--- src/rtl/ccr_bank_unit_pkg.sv ---
// Shared CCR flag indices, instruction type and opcode encodings for ccr_bank_unit.
// Compare and branch opcodes share codes; cmp_mask maps an opcode to its CCR compare bit.
package ccr_bank_unit_pkg;

  localparam int unsigned CCR_USED_W = 9;

  localparam int unsigned CCR_ZERO  = 0;
  localparam int unsigned CCR_OVER  = 1;
  localparam int unsigned CCR_UNDER = 2;
  localparam int unsigned CCR_EQ    = 3;
  localparam int unsigned CCR_NEQ   = 4;
  localparam int unsigned CCR_LT    = 5;
  localparam int unsigned CCR_LTE   = 6;
  localparam int unsigned CCR_GT    = 7;
  localparam int unsigned CCR_GTE   = 8;

  typedef enum logic [1:0] {
    R_TYPE = 2'b00,
    I_TYPE = 2'b01,
    B_TYPE = 2'b10,
    J_TYPE = 2'b11
  } instr_type_e;

  localparam logic [3:0] OP_EQ  = 4'd0;
  localparam logic [3:0] OP_NEQ = 4'd1;
  localparam logic [3:0] OP_LT  = 4'd2;
  localparam logic [3:0] OP_LTE = 4'd3;
  localparam logic [3:0] OP_GT  = 4'd4;
  localparam logic [3:0] OP_GTE = 4'd5;

  localparam logic [3:0] OP_BEQ  = OP_EQ;
  localparam logic [3:0] OP_BNEQ = OP_NEQ;
  localparam logic [3:0] OP_BLT  = OP_LT;
  localparam logic [3:0] OP_BLTE = OP_LTE;
  localparam logic [3:0] OP_BGT  = OP_GT;
  localparam logic [3:0] OP_BGTE = OP_GTE;

  // One-hot CCR bit addressed by a compare/branch opcode; zero for non-compare opcodes.
  function automatic logic [CCR_USED_W-1:0] cmp_mask(input logic [3:0] op);
    logic [CCR_USED_W-1:0] m;
    m = '0;
    case (op)
      OP_EQ:   m[CCR_EQ]  = 1'b1;
      OP_NEQ:  m[CCR_NEQ] = 1'b1;
      OP_LT:   m[CCR_LT]  = 1'b1;
      OP_LTE:  m[CCR_LTE] = 1'b1;
      OP_GT:   m[CCR_GT]  = 1'b1;
      OP_GTE:  m[CCR_GTE] = 1'b1;
      default: m = '0;
    endcase
    return m;
  endfunction

endpackage

--- src/rtl/ccr_bank_unit_if.sv ---
// Instruction, clear, debug-read and branch-result signals of ccr_bank_unit.
interface ccr_bank_unit_if #(
  parameter int unsigned DATA_W  = 32,
  parameter int unsigned CCR_W   = 32,
  parameter int unsigned NUM_CTX = 4,
  parameter int unsigned CNT_W   = 8
);
  localparam int unsigned CTX_W = (NUM_CTX > 1) ? $clog2(NUM_CTX) : 1;

  logic              in_valid;
  logic [CTX_W-1:0]  in_ctx;
  logic [1:0]        type_in;
  logic [3:0]        op_in;
  logic [DATA_W-1:0] alu_in;
  logic              over;
  logic              under;
  logic              clr_valid;
  logic [CTX_W-1:0]  clr_ctx;
  logic [CTX_W-1:0]  rd_ctx;
  logic              br_valid;
  logic              br_out;
  logic [CTX_W-1:0]  br_ctx;
  logic [CCR_W-1:0]  ccr_rd;
  logic [CNT_W-1:0]  ovf_cnt;

  modport master (
    output in_valid, in_ctx, type_in, op_in, alu_in, over, under, clr_valid, clr_ctx, rd_ctx,
    input  br_valid, br_out, br_ctx, ccr_rd, ovf_cnt
  );

  modport slave (
    input  in_valid, in_ctx, type_in, op_in, alu_in, over, under, clr_valid, clr_ctx, rd_ctx,
    output br_valid, br_out, br_ctx, ccr_rd, ovf_cnt
  );

endinterface

--- src/rtl/ccr_bank_unit_bank.sv ---
// One context's CCR flags: update, branch test-and-clear, bank clear.
// CCR_EVTCNT_EN adds a saturating over/underflow event counter; otherwise cnt is tied to 0.
module ccr_bank_unit_bank
  import ccr_bank_unit_pkg::*;
#(
  parameter int unsigned CNT_W = 8
) (
  input  logic                  clk,
  input  logic                  rst,
  input  logic                  upd,
  input  logic                  clr,
  input  logic                  is_r,
  input  logic                  is_b,
  input  logic [CCR_USED_W-1:0] mask,
  input  logic                  zero,
  input  logic                  over,
  input  logic                  under,
  output logic [CCR_USED_W-1:0] flags,
  output logic [CNT_W-1:0]      cnt
);

  logic [CCR_USED_W-1:0] flags_q, flags_d;

  always_comb begin
    flags_d = flags_q;
    if (upd) begin
      flags_d[CCR_ZERO]  = zero;
      flags_d[CCR_OVER]  = over;
      flags_d[CCR_UNDER] = under;
      if (is_r) flags_d = zero ? (flags_d & ~mask) : (flags_d | mask);
      if (is_b) flags_d = flags_d & ~mask;
    end
    // Clear overrides a same-cycle update of this bank.
    if (clr) flags_d = '0;
  end

  always_ff @(posedge clk or posedge rst) begin
    if (rst) flags_q <= '0;
    else     flags_q <= flags_d;
  end

  assign flags = flags_q;

`ifdef CCR_EVTCNT_EN
  logic [CNT_W-1:0] cnt_q, cnt_d;

  always_comb begin
    cnt_d = cnt_q;
    if (upd && (over || under) && (cnt_q != {CNT_W{1'b1}})) cnt_d = cnt_q + CNT_W'(1);
    if (clr) cnt_d = '0;
  end

  always_ff @(posedge clk or posedge rst) begin
    if (rst) cnt_q <= '0;
    else     cnt_q <= cnt_d;
  end

  assign cnt = cnt_q;
`else
  assign cnt = '0;
`endif

endmodule

--- src/rtl/ccr_bank_unit.sv ---
// Multi-context CCR unit: NUM_CTX flag banks, debug read mux and registered branch result.
// Optional per-bank event counters are enabled with CCR_EVTCNT_EN.
module ccr_bank_unit
  import ccr_bank_unit_pkg::*;
#(
  parameter int unsigned DATA_W  = 32,
  parameter int unsigned CCR_W   = 32,
  parameter int unsigned NUM_CTX = 4,
  parameter int unsigned CNT_W   = 8
) (
  input logic            clk,
  input logic            rst,
  ccr_bank_unit_if.slave bus
);

  localparam int unsigned CTX_W = (NUM_CTX > 1) ? $clog2(NUM_CTX) : 1;

  logic [DATA_W-1:0]     alu;
  logic                  zero;
  logic                  is_r;
  logic                  is_b;
  logic [CCR_USED_W-1:0] mask;
  logic [CCR_USED_W-1:0] flags [NUM_CTX];
  logic [CNT_W-1:0]      cnt   [NUM_CTX];

  assign alu  = bus.alu_in;
  assign zero = (alu == '0);
  assign is_r = (bus.type_in == R_TYPE);
  assign is_b = (bus.type_in == B_TYPE);
  assign mask = cmp_mask(bus.op_in);

  for (genvar g = 0; g < NUM_CTX; g++) begin : g_bank
    ccr_bank_unit_bank #(
      .CNT_W (CNT_W)
    ) u_bank (
      .clk   (clk),
      .rst   (rst),
      .upd   (bus.in_valid && (bus.in_ctx == CTX_W'(g))),
      .clr   (bus.clr_valid && (bus.clr_ctx == CTX_W'(g))),
      .is_r  (is_r),
      .is_b  (is_b),
      .mask  (mask),
      .zero  (zero),
      .over  (bus.over),
      .under (bus.under),
      .flags (flags[g]),
      .cnt   (cnt[g])
    );
  end

  // Upper CCR bits are never stored; zero-extension makes them read as 0.
  assign bus.ccr_rd  = CCR_W'(flags[bus.rd_ctx]);
  assign bus.ovf_cnt = cnt[bus.rd_ctx];

  logic             take;
  logic             br_hit;
  logic             br_valid_q;
  logic             br_out_q;
  logic [CTX_W-1:0] br_ctx_q;

  assign take   = bus.in_valid && is_b;
  // Pre-edge flag value, so a same-cycle clear still reports the old flag.
  assign br_hit = |(mask & flags[bus.in_ctx]);

  always_ff @(posedge clk or posedge rst) begin
    if (rst) begin
      br_valid_q <= 1'b0;
      br_out_q   <= 1'b0;
      br_ctx_q   <= '0;
    end else begin
      br_valid_q <= take;
      br_out_q   <= take && br_hit;
      if (take) br_ctx_q <= bus.in_ctx;
    end
  end

  assign bus.br_valid = br_valid_q;
  assign bus.br_out   = br_out_q;
  assign bus.br_ctx   = br_ctx_q;

endmodule
--- src/flat_wrapper.sv ---
// flat-port wrapper written by rule: the top's interface ports become plain ports
module ccr_bank_unit_flat import ccr_bank_unit_pkg::*;
#(
  parameter int unsigned DATA_W  = 32,
  parameter int unsigned CCR_W   = 32,
  parameter int unsigned NUM_CTX = 4,
  parameter int unsigned CNT_W   = 8
)
  (clk, rst, bus_in_valid, bus_in_ctx, bus_type_in, bus_op_in, bus_alu_in, bus_over, bus_under, bus_clr_valid, bus_clr_ctx, bus_rd_ctx, bus_br_valid, bus_br_out, bus_br_ctx, bus_ccr_rd, bus_ovf_cnt);
  ccr_bank_unit_if #(.DATA_W(DATA_W), .CCR_W(CCR_W), .NUM_CTX(NUM_CTX), .CNT_W(CNT_W)) bus_i ();
  input logic clk;
  input logic rst;
  input wire logic [$bits(bus_i.in_valid)-1:0] bus_in_valid;
  input wire logic [$bits(bus_i.in_ctx)-1:0] bus_in_ctx;
  input wire logic [$bits(bus_i.type_in)-1:0] bus_type_in;
  input wire logic [$bits(bus_i.op_in)-1:0] bus_op_in;
  input wire logic [$bits(bus_i.alu_in)-1:0] bus_alu_in;
  input wire logic [$bits(bus_i.over)-1:0] bus_over;
  input wire logic [$bits(bus_i.under)-1:0] bus_under;
  input wire logic [$bits(bus_i.clr_valid)-1:0] bus_clr_valid;
  input wire logic [$bits(bus_i.clr_ctx)-1:0] bus_clr_ctx;
  input wire logic [$bits(bus_i.rd_ctx)-1:0] bus_rd_ctx;
  output wire logic [$bits(bus_i.br_valid)-1:0] bus_br_valid;
  output wire logic [$bits(bus_i.br_out)-1:0] bus_br_out;
  output wire logic [$bits(bus_i.br_ctx)-1:0] bus_br_ctx;
  output wire logic [$bits(bus_i.ccr_rd)-1:0] bus_ccr_rd;
  output wire logic [$bits(bus_i.ovf_cnt)-1:0] bus_ovf_cnt;
  assign bus_i.in_valid = bus_in_valid;
  assign bus_i.in_ctx = bus_in_ctx;
  assign bus_i.type_in = bus_type_in;
  assign bus_i.op_in = bus_op_in;
  assign bus_i.alu_in = bus_alu_in;
  assign bus_i.over = bus_over;
  assign bus_i.under = bus_under;
  assign bus_i.clr_valid = bus_clr_valid;
  assign bus_i.clr_ctx = bus_clr_ctx;
  assign bus_i.rd_ctx = bus_rd_ctx;
  assign bus_br_valid = bus_i.br_valid;
  assign bus_br_out = bus_i.br_out;
  assign bus_br_ctx = bus_i.br_ctx;
  assign bus_ccr_rd = bus_i.ccr_rd;
  assign bus_ovf_cnt = bus_i.ovf_cnt;
  ccr_bank_unit #(.DATA_W(DATA_W), .CCR_W(CCR_W), .NUM_CTX(NUM_CTX), .CNT_W(CNT_W)) u_core (.clk(clk), .rst(rst), .bus(bus_i));
endmodule
--- config.mk ---
export PLATFORM = sky130hd
export DESIGN_NAME = ccr_bank_unit_flat
export DESIGN_NICKNAME = d
export VERILOG_FILES = /design/src/rtl/ccr_bank_unit_pkg.sv /design/src/rtl/ccr_bank_unit_if.sv /design/src/rtl/ccr_bank_unit_bank.sv /design/src/rtl/ccr_bank_unit.sv /design/src/flat_wrapper.sv
export SDC_FILE = /design/constraint.sdc
export NUM_CORES = 1
export LEC_CHECK = 0
export ABC_AREA = 1
export ABC_CLOCK_PERIOD_IN_PS = 1200
export BUFFER_PORTS_ARGS = -buffer_cell sky130_fd_sc_hd__buf_2
export CAP_MARGIN = 20
export CORE_ASPECT_RATIO = 0.7
export CORE_UTILIZATION = 50
export DETAILED_ROUTE_END_ITERATION = 7
export PLACE_DENSITY = 0.78
export SLEW_MARGIN = 20
export SYNTH_ARGS = -nofsm -noshare
export SYNTH_HDL_FRONTEND = slang
export SYNTH_SLANG_ARGS = --single-unit
--- constraint.sdc ---
create_clock -name clk -period 1.2 [get_ports clk]
set_input_delay 0.06 -clock clk [delete_from_list [all_inputs] [get_ports clk]]
set_output_delay 0.06 -clock clk [all_outputs]
set_load 0.1 [all_outputs]
==> results of run 1 <==
[power by group]
group	internal [uW]	leakage [uW]	switching (uW)
logic	360	0.00162	1120
clock network	406	0.0000479	534
registers	1410	0.000546	40.7
total	2170	0.00222	1700
[sequential cells by signal, summed over array words and instances, names as in the netlist]
signal and count:
u_core.g_bank.u_bank.flags 36, u_core.bus.br_out 1, u_core.bus.br_ctx 2, u_core.bus.br_valid 1
[per-stage QoR]
step	hold slack (ns)	setup WS [ns]	total power [uW]	cells
6_report	0.0620	-0.0886	3870	636
5_1_grt	0.0776	-0.134	4020	636
4_1_cts	0.0627	-0.0780	3850	634
3_5_place_dp	0.139	-0.00946	2880	608
3_3_place_gp	0.131	0.0349	2860	608
2_1_floorplan	0.200	0.0102	2610	498
[cells by family after synthesis]
| family | count (synthesis) | synth area share |
|---|---|---|
| buf+inv | 84 | 0.160 |
| compound gates | 56 | 0.107 |
| other cells | 1 | 0.00126 |
| flops | 40 | 0.336 |
| simple gates | 287 | 0.396 |
[final timing paths]
check,startpoint,end
max,u_core.g_bank[2].u_bank.flags[4]$_DFFE_PP0P_,bus_ccr_rd[4]
min,bus_under,u_core.g_bank[3].u_bank.flags[2]$_DFFE_PP0P_
max in group asynchronous,rst,u_core.bus.br_valid$_DFF_PP0_
min in group asynchronous,rst,u_core.g_bank[1].u_bank.flags[7]$_DFFE_PP0P_
min reg2reg,u_core.g_bank[3].u_bank.flags[1]$_DFFE_PP0P_,u_core.g_bank[3].u_bank.flags[1]$_DFFE_PP0P_
max reg2reg,u_core.g_bank[2].u_bank.flags[8]$_DFFE_PP0P_,u_core.bus.br_out$_DFF_PP0_
[cell usage in the layout, fill, tap and decap left out, types with 2 or more instances in the layout]
master and instances:
clkbuf_8 5, conb_1 31, o21ai_0 14, buf_6 3, buf_4 24, nand3_1 13, nand2_2 5, inv_2 6
o22ai_4 8, clkinv_1 2, buf_12 12, o21ai_1 6, nor2_1 51, buf_2 53, dfrtp_1 39, nor2_2 17
nor3_1 3, nand2_1 191, a21oi_1 2, clkinv_2 4, inv_1 34, o211ai_1 4, o21ai_2 20
[layer usage]
metal,GRT usage,share of wire,vias to the layer above
li1,-,-,1577
met1,0.401,0.42,1468
met2,0.524,0.48,151
met3,0.0628,0.079,22
met4,0.0846,0.015,0
met5,0,0,-
[what timing repair did]
action,CTS,global route
hold buffers,1,0
pin swaps,9,7
setup buffers,17,2
resized for setup,43,10
hold endpoints to repair,40,0
endpoints found under the setup margin,9,10
[final cells by class]
type / count / area (sq um) / area share
multi-input cells: 374 / 1830 / 0.466
inverters: 46 / 185 / 0.0471
repair buffers: 93 / 729 / 0.185
clock inverters: 3 / 18.8 / 0.00477
well taps: 75 / 93.8 / 0.0239
clock buffers: 5 / 68.8 / 0.0175
flip-flops and latches: 40 / 1000 / 0.255
[worst max-delay path: stages (launching register included)]
cell and delay [ns]:
dfrtp_1 0.37, inv_2 0.06, a21oi_2 0.13, o21ai_2 0.09, o21ai_4 0.09, buf_12 0.19
==> impl_metrics.csv, run 1 <==
group,metric,value,unit
setup_path,cp_data_required_time,1.14,ns
grt,grt-ovfl-total,0,
finish,diodes,0,
placed_design,io_buffers,62,
synthesis,ys_seq_area_frac,0.336,
finish,area_delta_synth_final,32.1,%
power_and_ir_drop,leakagePower,0.00222,uW
synthesis,synth_common_cells,"193 x nand2_1, 61 x nor2_1, 40 x dfrtp_1",
timing,fin_ws,-0.0886,ns
job,drv_cap,0,
synthesis,yosys.cell_types.count,29,
synthesis,yosys.area.top_type,"dfrtp_1",
clock_tree,h-tree-depth,2,
routing,first_iter_violations,220,
setup_path,crit_fanout,2,
min_path,hp-class,"in -> reg",
setup_path,worst_r2r_path_depth,9,
grt,grt_max_degree,41,
finish,nNetsFinal,610,
synthesis,ys_seq_elements,40,
timing,fmax,0.776,GHz
clock_tree,clock_path_buffers,2,
timing,fin_crit_sh,1.07,
timing,hold_viol,0,
synthesis,synth_edf_count,0,
routing,wl,8880,microns
outcome,violations,"setup timing",
synthesis,yosys-top-cells-area,"dfrtp_1 34%, nand2_1 24%, buf_4 7.8%, nor2_1 7.7%, o21ai_0 5.5%",
grt,grt_pass1_vias,3072,
grt,grt_antenna_before_repair,0,
finish,final_util,0.687,
clock_tree,clk_latency,0.30,ns
synthesis,postSynthAreaPerCell,6.36,sq um
clock_tree,clock_sinks,40,
synthesis,synth-async-reset-ratio,1.00,
synthesis,ys.flop_type,"dfrtp_1",
placed_design,postPlaceCellArea,0.00358,sq mm
clock_tree,clkTransAtPathRegs,0.09,ns
floorplanning,die_h,66.6,microns
setup_path,arrival,1.23,ns
floorplanning,core,0.00573,sq mm
placed_design,dp_hpwl,6450,microns
finish,nFillCells,512,
timing,slew_headroom,0.633,
setup_path,worst_setup_path_start_kind,"flop",
synthesis,ys.warnings.count,0,
floorplanning,start_util,0.520,
clock_tree,root_buffer,"clkbuf_8",
clock_tree,numCtsBuffers,5,
synthesis,synth.most_common_cell,"nand2_1",
clock_tree,cts_tree,"built",
synthesis,netlist.area_leader.share,0.336,
grt,grt_pass1_wl,14600,microns
routing,drc,0,
synthesis,netlist_instances,468,
routing,vias,3218,
routing,detail-route-antenna-nets,0,
setup_path,regToRegSetupSlack,-0.02,ns
floorplanning,rows,23,
floorplanning,die_w,94.2,microns
min_path,hold_depth,3,
floorplanning,dieArea,0.00627,sq mm
timing,drv_slew,0,
timing,finalSetupViolations,10,
setup_path,cp-end-kind,"output pin",
routing,drtPass1Iterations,5,
grt,grt_usage,0.310,
floorplanning,io_pins,94,
synthesis,syn_area,0.00298,sq mm
timing,period_minus_slack,1.29,ns
timing,skew,0.0105,ns
setup_path,critical_path_class,"reg -> out",
routing,avgRoutedWirePerCell,14.0,microns
power_and_ir_drop,power.density,984,mW/mm^2
placed_design,gp_congestion,0.886,
finish,drive_gt1_frac,0.303,
routing,vias_per_cell,5.06,
timing,worstMarginPinSlew,0.550,ns
power_and_ir_drop,vdd_drop_max,0.000515,V
finish,fin_area,0.00393,sq mm
outcome,status,"finished, violations left",
timing,rsz0062_at_grt,"true",
timing,setup-tns-final,-0.472,ns
No activity file was read; power rests on OpenSTA's default activity.
==> inputs of run 2 (changes only) <==
Settings changed: ABC_AREA 1 to 0, CORE_UTILIZATION 50 to 49, PLACE_DENSITY 0.78 to 0.79.
==> run 2 against run 1 <==
Sequential power barely moved; via count fell by 28%; critical path type unchanged; worst hold slack got worse by 0.021 ns; global-route usage fell by 1.8 points; routed wire length fell by 18%; largest cell class unchanged; highest routed layer unchanged; the run still ends with setup timing left.
==> impl_metrics.csv, run 2 <==
group,metric,value,unit
finish,area_delta_synth_final,37.6,%
synthesis,synth_edf_count,0,
timing,finalSetupViolations,10,
finish,largest_reg_flops,36,
clock_tree,clkTransAtPathRegs,0.08,ns
synthesis,ys.flop_type,"dfrtp_1",
placed_design,io_buffers,62,
grt,grt_antenna_before_repair,0,
setup_path,cp-end-kind,"output pin",
synthesis,ys.warnings.count,0,
finish,final_util,0.706,
clock_tree,clk_latency,0.31,ns
floorplanning,start_util,0.513,
outcome,violations,"setup timing",
setup_path,critical_path_class,"reg -> out",
grt,grt_usage,0.292,
synthesis,netlist_instances,221,
synthesis,synth.most_common_cell,"dfrtp_1",
routing,first_iter_violations,233,
routing,detail-route-antenna-nets,0,
clock_tree,numCtsBuffers,5,
min_path,hold_depth,2,
power_and_ir_drop,power.density,1140,mW/mm^2
setup_path,worst_setup_path_start_kind,"flop",
timing,drv_slew,0,
routing,drtPass1Iterations,5,
timing,rsz0062_at_grt,"true",
routing,drc,0,
clock_tree,clock_sinks,40,
clock_tree,root_buffer,"clkbuf_8",
routing,vias,2318,
finish,final_cell_mix,"53 x buf_2, 49 x buf_4, 38 x dfrtp_1",
setup_path,crit_fanout,2,
synthesis,synth-async-reset-ratio,1.00,
timing,period_minus_slack,1.58,ns
setup_path,arrival,1.52,ns
placed_design,dp_hpwl,5340,microns
grt,grt_pass1_vias,2244,
setup_path,regToRegSetupSlack,-0.32,ns
grt,grt-ovfl-total,0,
synthesis,yosys.cell_types.count,36,
outcome,status,"finished, violations left",
finish,nNetsFinal,387,
placed_design,pre_cts_ws,-0.282,ns
clock_tree,h-tree-depth,2,
synthesis,ys_seq_elements,40,
power_and_ir_drop,vdd_drop_max,0.000648,V
synthesis,postSynthAreaPerCell,11.2,sq um
clock_tree,cts_tree,"built",
min_path,min-delay-start,"bus_over",
floorplanning,io_pins,94,
min_path,hp-class,"in -> reg",
min_path,min_to,"u_core.g_bank[1].u_bank.flags[1]$_DFFE_PP0P_",
synthesis,syn_area,0.00248,sq mm
setup_path,worst_r2r_path_depth,5,
grt,grt_pass1_wl,11200,microns
synthesis,ys_seq_area_frac,0.404,
timing,fin_crit_sh,1.32,
floorplanning,die_h,61.5,microns
job,drv_cap,0,
timing,skew,0.0174,ns
power_and_ir_drop,leakagePower,0.00160,uW
synthesis,synth_common_cells,"40 x dfrtp_1, 31 x buf_4, 24 x o211ai_1",
timing,fmax,0.633,GHz
finish,diodes,0,
setup_path,reg2reg_from,"u_core.g_bank[2].u_bank.flags[4]$_DFFE_PP0P_",
setup_path,cp_data_required_time,1.14,ns
routing,avgRoutedWirePerCell,17.8,microns
floorplanning,core,0.00483,sq mm
finish,layout_commonest_cell,"buf_2",
timing,setup-tns-final,-2.97,ns
synthesis,yosys.area.top_type,"dfrtp_1",
placed_design,gp_congestion,0.911,
synthesis,netlist.area_leader.share,0.404,
timing,hold_slack,0.0408,ns
setup_path,r2r_end,"u_core.bus.br_out$_DFF_PP0_",
floorplanning,dieArea,0.00535,sq mm
routing,vias_per_cell,5.70,
finish,drive_gt1_frac,0.456,
synthesis,yosys-top-cells-area,"dfrtp_1 40%, mux4_2 10%, buf_4 9.4%, o211ai_1 7.3%, a22o_1 4.2%",
floorplanning,die_w,87.0,microns
routing,wl,7240,microns
power_and_ir_drop,power,3880,uW
floorplanning,rows,21,
timing,hold_viol,0,
grt,grt_max_degree,41,
clock_tree,clock_path_buffers,2,
timing,fin_ws,-0.380,ns
[run 2: changes by cell type after synthesis, sizes merged, moves of 5 or more]
cell,delta
o211ai,+20
inv,-40
o22ai,-7
nand3,-8
nand2,-191
nor4,+9
mux2i,+5
nor2,-67
nand3b,+6
o31ai,+8
nor2b,+6
a22o,+12
mux4,+13
o21ai,-21
[run 2: worst max path at each step]
stage | start | endpoint | slack (ns)
2_1_floorplan | u_core.g_bank[3].u_bank.flags[5]$_DFFE_PP0P_ | u_core.bus.br_out$_DFF_PP0_ | -0.21
3_5_place_dp | u_core.g_bank[3].u_bank.flags[5]$_DFFE_PP0P_ | u_core.bus.br_out$_DFF_PP0_ | -0.28
6_report | u_core.g_bank[2].u_bank.flags[6]$_DFFE_PP0P_ | bus_ccr_rd[6] | -0.38
4_1_cts | u_core.g_bank[3].u_bank.flags[5]$_DFFE_PP0P_ | bus_ccr_rd[5] | -0.37
3_3_place_gp | u_core.g_bank[3].u_bank.flags[5]$_DFFE_PP0P_ | u_core.bus.br_out$_DFF_PP0_ | -0.24
5_1_grt | u_core.g_bank[3].u_bank.flags[6]$_DFFE_PP0P_ | bus_ccr_rd[6] | -0.42
[run 2: per-layer routing]
layer  wire length [microns]  part of all wire  GRT usage  vias to the layer above
li1                        -                 -          -                     1041
met1                    3070              0.42      0.383                     1088
met2                    3290              0.45      0.471                      164
met5                       0                 0          0                        -
met3                     694             0.096     0.0710                       25
met4                     184             0.025      0.126                        0
[run 2: metrics by stage]
stage	cells	cell area, sq um
floorplan	251	2590
global placement	389	3090
detailed placement	389	3090
CTS	405	3370
global route	407	3410
finish	407	3410
[run 2: where the power goes]
group          switching [uW]  leakage (uW)  internal [uW]
registers                37.4      0.000544           1410
clock network             505     0.0000645            735
logic                     890      0.000989            302
[run 2: logic make-up (layout without fill, tap and decap cells)]
| kind of cell | Yosys count | count (layout) | synth area share |
|---|---|---|---|
| AOI/OAI and AO/OA | 68 | 68 | 0.203 |
| and+or+nand+nor | 49 | 49 | 0.125 |
| buffers and inverters | 43 | 130 | 0.117 |
| DFF | 40 | 40 | 0.404 |
| muxes | 20 | 20 | 0.150 |
| other | 1 | 31 | 0.00151 |
[run 2: repair_timing]
item / 4_1_cts / 5_1_grt
pin swaps: 0 / 3
setup endpoints to repair: 10 / 15
gates resized for setup: 26 / 8
setup buffers: 6 / 2
hold endpoints to repair: 41 / 0
hold buffers: 2 / 0
[run 2: area by class of cell]
cell class,count,area [sq um]
multi-input cells,168,1300
well taps,69,86.3
inverters,2,7.51
repair buffers,120,890
flip-flops and latches,40,1000
clock buffers,7,96.3
clock inverters,1,30.0
fillers,371,1420
[run 2: worst max-delay path: stages, from the launching register on]
cell and delay (ns):
dfrtp_1 0.40, buf_4 0.15, mux4_2 0.48, buf_12 0.19
==> inputs of run 3 (changes only) <==
Settings changed: ABC_CLOCK_PERIOD_IN_PS 1200 to 1400, CORE_UTILIZATION 49 to 48, PLACE_DENSITY 0.79 to 0.77, SYNTH_HIERARCHICAL set to 1.
Clock period 1.2 ns to 1.4 ns, I/O delays scaled along.
==> run 3 against run 2 <==
The run still ends with setup timing left; largest power group is now combinational cells; worst hold slack improved by 0.10 ns; sequential share of layout area fell by 3.1 points; non-clock buffer count fell by 35; critical endpoint is now bus_ccr_rd[3]; synthesized area rose by 31%; largest cell class unchanged; critical path type unchanged.
==> impl_metrics.csv, run 3 <==
group,metric,value,unit
outcome,status,"finished, violations left",
outcome,violations,"setup timing",
timing,setup-tns-final,-0.659,ns
power_and_ir_drop,vdd_drop_max,0.000432,V
placed_design,postPlaceCellArea,0.00355,sq mm
floorplanning,dieArea,0.00711,sq mm
routing,wl,8110,microns
grt,grt_pass1_vias,2723,
placed_design,gp_congestion,0.862,
timing,finalSetupViolations,10,
min_path,hold_depth,3,
finish,nNetsFinal,490,
synthesis,yosys.cell_types.count,35,
grt,grt_max_degree,41,
timing,hold_slack,0.143,ns
finish,area_delta_synth_final,16.9,%
min_path,min-delay-start,"bus_over",
synthesis,synth_common_cells,"64 x buf_4, 44 x nor2_1, 40 x dfrtp_1",
min_path,hp-class,"in -> reg",
routing,detail-route-antenna-nets,0,
finish,diodes,0,
setup_path,cp_data_required_time,1.33,ns
grt,grt_pass1_wl,12900,microns
clock_tree,h-tree-depth,2,
timing,skew,0.00546,ns
placed_design,dp_hpwl,5940,microns
setup_path,regToRegSetupSlack,0,ns
floorplanning,rows,24,
setup_path,r2r_end,"u_core/bus.br_out$_DFF_PP0_",
clock_tree,clkTransAtPathRegs,0.08,ns
placed_design,io_buffers,62,
synthesis,syn_area,0.00325,sq mm
routing,vias_per_cell,5.49,
routing,drc,0,
clock_tree,cts_tree,"built",
synthesis,synth-async-reset-ratio,1.00,
setup_path,crit_fanout,3,
routing,avgRoutedWirePerCell,15.3,microns
min_path,min_to,"u_core/g_bank[2].u_bank/flags[1]$_DFFE_PP0P_",
power_and_ir_drop,power.density,885,mW/mm^2
floorplanning,die_h,70.8,microns
finish,largest_reg_flops,36,
grt,grt-ovfl-total,0,
grt,grt_antenna_before_repair,0,
routing,vias,2915,
grt,grt_usage,0.234,
finish,final_cell_mix,"79 x conb_1, 53 x buf_2, 43 x nor2_1",
timing,worstMarginPinSlew,0.520,ns
clock_tree,clk_latency,0.30,ns
setup_path,worst_r2r_path_depth,4,
synthesis,yosys.area.top_type,"dfrtp_1",
clock_tree,clock_sinks,40,
synthesis,ys_seq_elements,40,
timing,fmax,0.666,GHz
finish,fin_area,0.00380,sq mm
finish,layout_commonest_cell,"conb_1",
setup_path,worst_setup_path_start_kind,"flop",
floorplanning,io_pins,94,
timing,slew_headroom,0.654,
clock_tree,root_buffer,"clkbuf_8",
floorplanning,core,0.00637,sq mm
synthesis,ys.flop_type,"dfrtp_1",
finish,final_util,0.597,
floorplanning,start_util,0.510,
routing,drtPass1Iterations,5,
finish,nFillCells,583,
synthesis,yosys-top-cells-area,"dfrtp_1 31%, buf_4 15%, mux4_2 13%, nor2_1 5.1%, a31oi_1 4.8%",
timing,drv_slew,0,
routing,first_iter_violations,278,
synthesis,netlist.area_leader.share,0.308,
synthesis,postSynthAreaPerCell,9.26,sq um
synthesis,ys.warnings.count,6,
setup_path,critical_path_class,"reg -> out",
synthesis,synth_edf_count,0,
synthesis,synth.most_common_cell,"buf_4",
power_and_ir_drop,leakagePower,0.00167,uW
floorplanning,die_w,100,microns
clock_tree,numCtsBuffers,5,
clock_tree,clock_path_buffers,2,
setup_path,reg2reg_from,"u_core/g_bank[2].u_bank/flags[4]$_DFFE_PP0P_",
finish,drive_gt1_frac,0.298,
setup_path,arrival,1.43,ns
timing,hold_viol,0,
timing,fin_crit_sh,1.07,
timing,fin_ws,-0.101,ns
timing,period_minus_slack,1.50,ns
synthesis,netlist_instances,351,
job,drv_cap,0,
setup_path,cp-end-kind,"output pin",
synthesis,ys_seq_area_frac,0.308,
timing,rsz0062_at_grt,"true",
[run 3: kinds of logic (layout without fill, tap and decap cells)]
| family | after synthesis | in the layout | share of synthesized area |
|---|---|---|---|
| other | 5 | 79 | 0.00578 |
| AOI/OAI and AO/OA | 56 | 56 | 0.126 |
| buffers and inverters | 87 | 102 | 0.179 |
| muxes | 25 | 25 | 0.171 |
| and+or+nand+nor | 138 | 138 | 0.210 |
| DFF | 40 | 40 | 0.308 |
[run 3: layout make-up]
type	instances	area, sq um	share of cell area
clock buffers	6	72.6	0.0191
clock inverters	1	5.00	0.00132
inverters	10	37.5	0.00988
multi-input cells	298	1960	0.517
flip-flops and latches	40	1000	0.264
well taps	91	114	0.0300
repair buffers	85	604	0.159
[run 3: worst max-delay path, cell delays in order (launching register included)]
cell	delay, ns
dfrtp_1	0.42
mux4_2	0.52
buf_12	0.19
[run 3: metal layers]
layer / track usage / up-vias / part of all wire / wire, microns
li1: - / 1327 / - / -
met1: 0.317 / 1398 / 0.41 / 3320
met2: 0.384 / 177 / 0.48 / 3930
met3: 0.0514 / 13 / 0.097 / 786
met4: 0.0580 / 0 / 0.0088 / 71
met5: 0 / - / 0 / 0
[run 3: what timing repair did]
item                                    in CTS  in global routing
resized for setup                           23                 12
pin swaps                                    2                  3
hold buffers                                 1                  0
endpoints found under the setup margin      10                 10
buffers inserted                             3                  4
endpoints found under the hold margin       40                  0
[run 3: per-stage QoR]
stage               setup slack, ns  instances  total power, uW
finish                       -0.101        531             3360
global route                 -0.127        531             3490
CTS                         -0.0871        527             3340
detailed placement           -0.162        516             2580
global placement            -0.0490        516             2550
floorplan                    0.0127        425             2480
[run 3: power breakdown]
part	total, uW	switching, uW	internal [uW]	leakage, uW
combinational	1340	1020	320	0.00109
sequential	1280	52.4	1230	0.000535
clock	737	398	339	0.0000410
total	3360	1470	1890	0.00167
[run 3: how the worst max path moves through the flow]
stage | slack (ns) | cells past startpoint | end | start
6_report | -0.10 | 2 | bus_ccr_rd[3] | u_core/g_bank[2].u_bank/flags[3]$_DFFE_PP0P_
5_1_grt | -0.13 | 2 | bus_ccr_rd[3] | u_core/g_bank[2].u_bank/flags[3]$_DFFE_PP0P_
4_1_cts | -0.09 | 2 | bus_ccr_rd[5] | u_core/g_bank[2].u_bank/flags[5]$_DFFE_PP0P_
3_5_place_dp | -0.16 | 4 | u_core/bus.br_ctx[1]$_DFFE_PP0P_ | bus_type_in[1]
3_3_place_gp | -0.05 | 4 | u_core/bus.br_ctx[1]$_DFFE_PP0P_ | bus_type_in[1]
2_1_floorplan | 0.01 | 6 | u_core/g_bank[0].u_bank/flags[4]$_DFFE_PP0P_ | bus_alu_in[24]
